<file path="src/rtl/mem_access_stage.sv">
// mem_access_stage
// MEM stage of the 64-bit five-stage RISC-V pipeline. It resolves the branch
// decision, performs doubleword loads/stores over a req/ack data-memory
// handshake with alignment and timeout checking, and registers the MEM/WB
// payload. While a memory access is outstanding it stalls the upstream pipe.
module mem_access_stage #(
  parameter int XLEN    = 64,
  parameter int TIMEOUT = 255
) (
  input  logic            clk,
  input  logic            rst,

  // EX/MEM payload
  input  logic            in_valid,
  input  logic [XLEN-1:0] alu_data,
  input  logic [XLEN-1:0] rs_2,
  input  logic [4:0]      rd,
  input  logic            mem_to_reg,
  input  logic            regwrite,
  input  logic            branch,
  input  logic            mem_read,
  input  logic            mem_write,
  input  logic            zero,
  input  logic [31:0]     pc_branch,

  // Branch resolution and pipeline control
  output logic            pc_src,
  output logic [31:0]     pc_branch_out,
  output logic            stall,

  // Data-memory handshake
  output logic            dmem_req,
  output logic            dmem_we,
  output logic [XLEN-1:0] dmem_addr,
  output logic [XLEN-1:0] dmem_wdata,
  input  logic            dmem_ack,
  input  logic [XLEN-1:0] dmem_rdata,

  // MEM/WB payload
  output logic            wb_valid,
  output logic            wb_regwrite,
  output logic            wb_mem_to_reg,
  output logic [XLEN-1:0] wb_alu_data,
  output logic [XLEN-1:0] wb_mem_data,
  output logic [4:0]      wb_rd,

  // Error pulses, coincident with the wb_valid of the faulting slot
  output logic            misalign_err,
  output logic            bus_err
);

  typedef enum logic [0:0] {
    IDLE   = 1'b0,
    ACCESS = 1'b1
  } state_t;

  // The wait counter is 8 bits wide, so the limit is taken modulo 256.
  localparam logic [7:0] TIMEOUT_C = 8'(TIMEOUT);

  state_t          state_q, state_d;
  logic [7:0]      count_q, count_d;

  logic            dmem_req_q, dmem_req_d;
  logic            dmem_we_q, dmem_we_d;
  logic [XLEN-1:0] dmem_addr_q, dmem_addr_d;
  logic [XLEN-1:0] dmem_wdata_q, dmem_wdata_d;

  // Control bits of the instruction that owns the outstanding access
  logic [4:0]      lat_rd_q, lat_rd_d;
  logic            lat_regwrite_q, lat_regwrite_d;
  logic            lat_mem_to_reg_q, lat_mem_to_reg_d;

  logic            wb_valid_q, wb_valid_d;
  logic            wb_regwrite_q, wb_regwrite_d;
  logic            wb_mem_to_reg_q, wb_mem_to_reg_d;
  logic [XLEN-1:0] wb_alu_data_q, wb_alu_data_d;
  logic [XLEN-1:0] wb_mem_data_q, wb_mem_data_d;
  logic [4:0]      wb_rd_q, wb_rd_d;

  logic            misalign_err_q, misalign_err_d;
  logic            bus_err_q, bus_err_d;

  logic            stall_c;
  logic            access;
  logic            aligned;
  logic            timeout_hit;

  // A slot touches memory when it is real and either reads or writes;
  // when both bits are set, dmem_we follows mem_write so it becomes a write.
  assign access      = in_valid & (mem_read | mem_write);
  assign aligned     = (alu_data[2:0] == 3'b000);
  assign timeout_hit = (count_q == TIMEOUT_C);

  // Branch decision is purely combinational and independent of the FSM.
  assign pc_src        = in_valid & branch & zero;
  assign pc_branch_out = pc_branch;

  // Next-state, handshake and MEM/WB payload computation.
  always_comb begin
    state_d          = state_q;
    count_d          = count_q;
    dmem_req_d       = dmem_req_q;
    dmem_we_d        = dmem_we_q;
    dmem_addr_d      = dmem_addr_q;
    dmem_wdata_d     = dmem_wdata_q;
    lat_rd_d         = lat_rd_q;
    lat_regwrite_d   = lat_regwrite_q;
    lat_mem_to_reg_d = lat_mem_to_reg_q;
    wb_valid_d       = 1'b0;
    wb_regwrite_d    = wb_regwrite_q;
    wb_mem_to_reg_d  = wb_mem_to_reg_q;
    wb_alu_data_d    = wb_alu_data_q;
    wb_mem_data_d    = wb_mem_data_q;
    wb_rd_d          = wb_rd_q;
    misalign_err_d   = 1'b0;
    bus_err_d        = 1'b0;
    stall_c          = 1'b0;

    unique case (state_q)
      IDLE: begin
        if (access && aligned) begin
          // Launch the request; the slot is held upstream until completion
          // and a bubble goes to write-back meanwhile.
          dmem_req_d       = 1'b1;
          dmem_we_d        = mem_write;
          dmem_addr_d      = alu_data;
          dmem_wdata_d     = rs_2;
          lat_rd_d         = rd;
          lat_regwrite_d   = regwrite;
          lat_mem_to_reg_d = mem_to_reg;
          count_d          = 8'd0;
          state_d          = ACCESS;
          stall_c          = 1'b1;
        end else if (access) begin
          // Misaligned: retire the slot without touching memory and
          // suppress its register write.
          misalign_err_d  = 1'b1;
          wb_valid_d      = 1'b1;
          wb_regwrite_d   = 1'b0;
          wb_mem_to_reg_d = mem_to_reg;
          wb_alu_data_d   = alu_data;
          wb_rd_d         = rd;
        end else begin
          // Non-memory slot (or empty slot) passes straight through.
          wb_valid_d      = in_valid;
          wb_regwrite_d   = regwrite;
          wb_mem_to_reg_d = mem_to_reg;
          wb_alu_data_d   = alu_data;
          wb_rd_d         = rd;
        end
      end

      ACCESS: begin
        if (dmem_ack) begin
          // Completion: retire with the latched control bits and address.
          dmem_req_d      = 1'b0;
          dmem_we_d       = 1'b0;
          wb_valid_d      = 1'b1;
          wb_regwrite_d   = lat_regwrite_q;
          wb_mem_to_reg_d = lat_mem_to_reg_q;
          wb_alu_data_d   = dmem_addr_q;
          wb_mem_data_d   = dmem_rdata;
          wb_rd_d         = lat_rd_q;
          state_d         = IDLE;
        end else if (timeout_hit) begin
          // Give up on the bus: retire the slot with its write suppressed.
          dmem_req_d      = 1'b0;
          dmem_we_d       = 1'b0;
          bus_err_d       = 1'b1;
          wb_valid_d      = 1'b1;
          wb_regwrite_d   = 1'b0;
          wb_mem_to_reg_d = lat_mem_to_reg_q;
          wb_alu_data_d   = dmem_addr_q;
          wb_rd_d         = lat_rd_q;
          state_d         = IDLE;
        end else begin
          // Still waiting: hold the request stable and keep upstream frozen.
          count_d = count_q + 8'd1;
          stall_c = 1'b1;
        end
      end

      default: begin
        state_d = IDLE;
      end
    endcase
  end

  // State register and all registered outputs, cleared by synchronous reset.
  always_ff @(posedge clk) begin
    if (rst) begin
      state_q          <= IDLE;
      count_q          <= 8'd0;
      dmem_req_q       <= 1'b0;
      dmem_we_q        <= 1'b0;
      dmem_addr_q      <= '0;
      dmem_wdata_q     <= '0;
      lat_rd_q         <= 5'd0;
      lat_regwrite_q   <= 1'b0;
      lat_mem_to_reg_q <= 1'b0;
      wb_valid_q       <= 1'b0;
      wb_regwrite_q    <= 1'b0;
      wb_mem_to_reg_q  <= 1'b0;
      wb_alu_data_q    <= '0;
      wb_mem_data_q    <= '0;
      wb_rd_q          <= 5'd0;
      misalign_err_q   <= 1'b0;
      bus_err_q        <= 1'b0;
    end else begin
      state_q          <= state_d;
      count_q          <= count_d;
      dmem_req_q       <= dmem_req_d;
      dmem_we_q        <= dmem_we_d;
      dmem_addr_q      <= dmem_addr_d;
      dmem_wdata_q     <= dmem_wdata_d;
      lat_rd_q         <= lat_rd_d;
      lat_regwrite_q   <= lat_regwrite_d;
      lat_mem_to_reg_q <= lat_mem_to_reg_d;
      wb_valid_q       <= wb_valid_d;
      wb_regwrite_q    <= wb_regwrite_d;
      wb_mem_to_reg_q  <= wb_mem_to_reg_d;
      wb_alu_data_q    <= wb_alu_data_d;
      wb_mem_data_q    <= wb_mem_data_d;
      wb_rd_q          <= wb_rd_d;
      misalign_err_q   <= misalign_err_d;
      bus_err_q        <= bus_err_d;
    end
  end

  assign stall         = stall_c;
  assign dmem_req      = dmem_req_q;
  assign dmem_we       = dmem_we_q;
  assign dmem_addr     = dmem_addr_q;
  assign dmem_wdata    = dmem_wdata_q;
  assign wb_valid      = wb_valid_q;
  assign wb_regwrite   = wb_regwrite_q;
  assign wb_mem_to_reg = wb_mem_to_reg_q;
  assign wb_alu_data   = wb_alu_data_q;
  assign wb_mem_data   = wb_mem_data_q;
  assign wb_rd         = wb_rd_q;
  assign misalign_err  = misalign_err_q;
  assign bus_err       = bus_err_q;

endmodule

</file>
<file path="config.mk">
export PLATFORM = sky130hd
export DESIGN_NAME = mem_access_stage
export DESIGN_NICKNAME = d
export VERILOG_FILES = /design/src/rtl/mem_access_stage.sv
export SDC_FILE = /design/constraint.sdc
export NUM_CORES = 1
export LEC_CHECK = 0
export CORE_AREA = 2 2 210 212
export CTS_CLUSTER_DIAMETER = 30
export CTS_CLUSTER_SIZE = 28
export DETAILED_ROUTE_END_ITERATION = 8
export DIE_AREA = 0 0 212 214
export GPL_ROUTABILITY_DRIVEN = 0
export REMOVE_ABC_BUFFERS = 1
export SLEW_MARGIN = 20
export SYNTH_ARGS = -nofsm -noshare
export SYNTH_HDL_FRONTEND = slang
export SYNTH_SLANG_ARGS = --single-unit
</file>
<file path="constraint.sdc">
create_clock -name clk -period 2.2 [get_ports clk]
set_input_delay 0.44 -clock clk [delete_from_list [all_inputs] [get_ports clk]]
set_output_delay 0.44 -clock clk [all_outputs]
set_load 0.02 [all_outputs]
</file>
==> run metrics <==
number of global-route vias before repair 11085; DRC Markers 0; Synth area leader dfxtp_1; worst rel slew slack 50.4%; Starting Density 26.4%; post-route worst setup slack 0.0461 ns; Max Slew Vio Count 0; Syn Area/Cell 8.74 um^2; sequential area share after synthesis 50.3%; global-route usage over all layers 18.1%; initial drt markers 634; hold path cells 2; Final #Nets 2002; initial antenna violation count 2; EDFF count, synth 0; Leak 6.70 nW; min-delay src rst; # IOs 541; worst slew pin tran 0.744 ns; Layout area overhead 70.0%; die width 212 um; Crit Path Max Fanout 3; yosys warns 0; root buf cell clkbuf_16; Final TNS setup 0 ns; DR pass1 iterations 8; total number of vias 11019; global-route wire length before repair 64.0 mm; Via density 4.57; Remaining Overflow, GRT 0; Critical Path AT 1.71 ns; FF+latch count, synth 284; hold slack 0.212 ns; CTS tree yes; peak supply drop 0.827 mV; Clock Path Buffers 3; DP Wirelength 29.3 mm; Post-synth top cells nand2_1, dfxtp_1, a21oi_1; final setup vio count 0; R2R Setup Slk 0.40 ns; outcome completed; full die area 45400 um^2; Final Hold Viols 0; Cell variety after synth 39; largest net degree at the start of global routing 126; cells after synthesis 1295; WS Path Type input pin to output port; overall die height 214 um; Core Rows 76; Final period util 97.9%; CP Launch Type input pin; dpl ws -0.430 ns; CP endpoint kind output port; clk slew on worst S/H paths 0.04 ns; Max-cap violations 0; hold endpoint state_q; Clock Sinks 284; Synth top area share 50.3%; R2R cell count 6; Crit path required time 1.76 ns; count leader, synth nand2_1; FF-to-FF Start state_q; main area contributors after synthesis dfxtp_1, nand2_1, a21oi_1; wire length per cell 17.5 um; Skew-Pair Late Insertion Delay 0.58 ns; Peak Freq 464 MHz; Setup Skew 0.0284 ns; R2R Path End wb_alu_data[38]; IO buf count 476; H-tree levels 3; routed wire length 42.2 mm; Power Dens Cells 931 nW/um^2; min Tclk post-route 2.15 ns; CTS buffer count 78; worst min-delay path class input pin to flop; Post-synth ARST share 0%; commonest register cell after synthesis dfxtp_1; Core ar. 42900 um^2; Mapped Area 11300 um^2; layout cell share with drive strength beyond 1 14.4%; post-route ant nets 0
==> through the flow <==
step	area (um^2)	power (mW)	cells	util [%]
after floorplan	10500	5.97	1157	-
after global placement	16500	6.86	2265	38.5
final	19200	17.9	2409	44.8
after CTS	19200	18.1	2407	44.8
after global routing	19200	18.6	2409	44.8
after detailed placement	16500	6.88	2265	38.5
==> metal layers <==
layer | track usage (%) | vias to the layer above | part of all wire (%) | wire, um
met5 | 2.26 | - | 0.32 | 133
met4 | 8.26 | 2 | 3.2 | 1360
met3 | 8.22 | 93 | 9.8 | 4120
met2 | 28.0 | 429 | 45 | 19100
met1 | 21.1 | 5171 | 41 | 17500
li1 | - | 5324 | - | -
==> cell type report <==
cell class | instances | area [um^2]
antenna | 1 | 2.50
clock buffer | 102 | 2270
clock inverter | 39 | 389
fill | 4069 | 23700
inverter | 6 | 22.5
multi-input combinational | 867 | 4800
sequential | 284 | 5690
tap | 585 | 732
timing repair buffer | 525 | 5320
==> how the worst max path moves through the flow <==
stage                     from    endpoint  slack (ns)  depth (start not counted)
detailed placement   mem_write       stall       -0.43                          7
finish               mem_write       stall        0.05                          7
floorplan              state_q  count_q[3]       -4.91                          4
global route        count_q[1]       stall       -0.01                          6
CTS                  mem_write       stall       0.009                          7
global placement     mem_write       stall       -0.43                          7
==> worst max-delay path, cell delays in order <==
cell and delay, ns:
clkdlybuf4s50_1 0.44, nor2_1 0.18, buf_4 0.14, and3b_4 0.21, nor2_4 0.11, inv_2 0.05
buf_4 0.15
==> kinds of logic (layout without fill, tap and decap cells) <==
logic type | after synthesis | count (layout) | share of synthesized area [%]
and+or+nand+nor | 432 | 432 | 15.1
AOI/OAI and AO/OA | 363 | 363 | 20.6
DFF | 284 | 284 | 50.3
buffers and inverters | 144 | 672 | 7.68
muxes | 71 | 71 | 6.28
adders and majority gates | 1 | 1 | 0.111
other | 0 | 1 | 0
==> where the power goes <==
part | leakage (nW) | switching [mW] | internal (mW)
Combinational | 3.09 | 0.647 | 0.744
Sequential | 2.31 | 0.0826 | 5.31
Clock | 1.30 | 3.31 | 7.79
Total | 6.70 | 4.04 | 13.8
==> repair_timing <==
item / CTS / global route
cloned: 0 / 0
setup endpoints to repair: 2 / 1
gates resized for setup: 9 / 4
setup buffers: 1 / 1
pin swaps: 1 / 2
hold buffers: 0 / 0
endpoints found under the hold margin: 0 / 0
==> layout by cell type (no fill, tap or decap), drive strengths merged <==
master,Yosys,final
a211oi,70,70
a21oi,275,275
a311oi,2,2
a31o,2,2
a31oi,2,2
a32oi,1,1
a41o,1,1
and2,1,1
and3,7,7
and3b,1,1
and4,1,1
buf,97,51
bufinv,0,5
clkbuf,41,102
clkdlybuf4s50,0,473
clkinv,0,18
clkinvlp,0,9
dfxtp,284,284
diode,0,1
dlygate4sd2,0,1
ha,1,1
inv,6,13
mux2i,71,71
nand2,397,397
nand2b,3,3
nand3,4,4
nand3b,1,1
nand4,2,2
nor2,6,6
nor2b,2,2
nor3,3,3
nor3b,1,1
o21ai,8,8
o221ai,1,1
o22ai,1,1
or3,3,3
No activity file was read; power rests on OpenSTA's default activity.
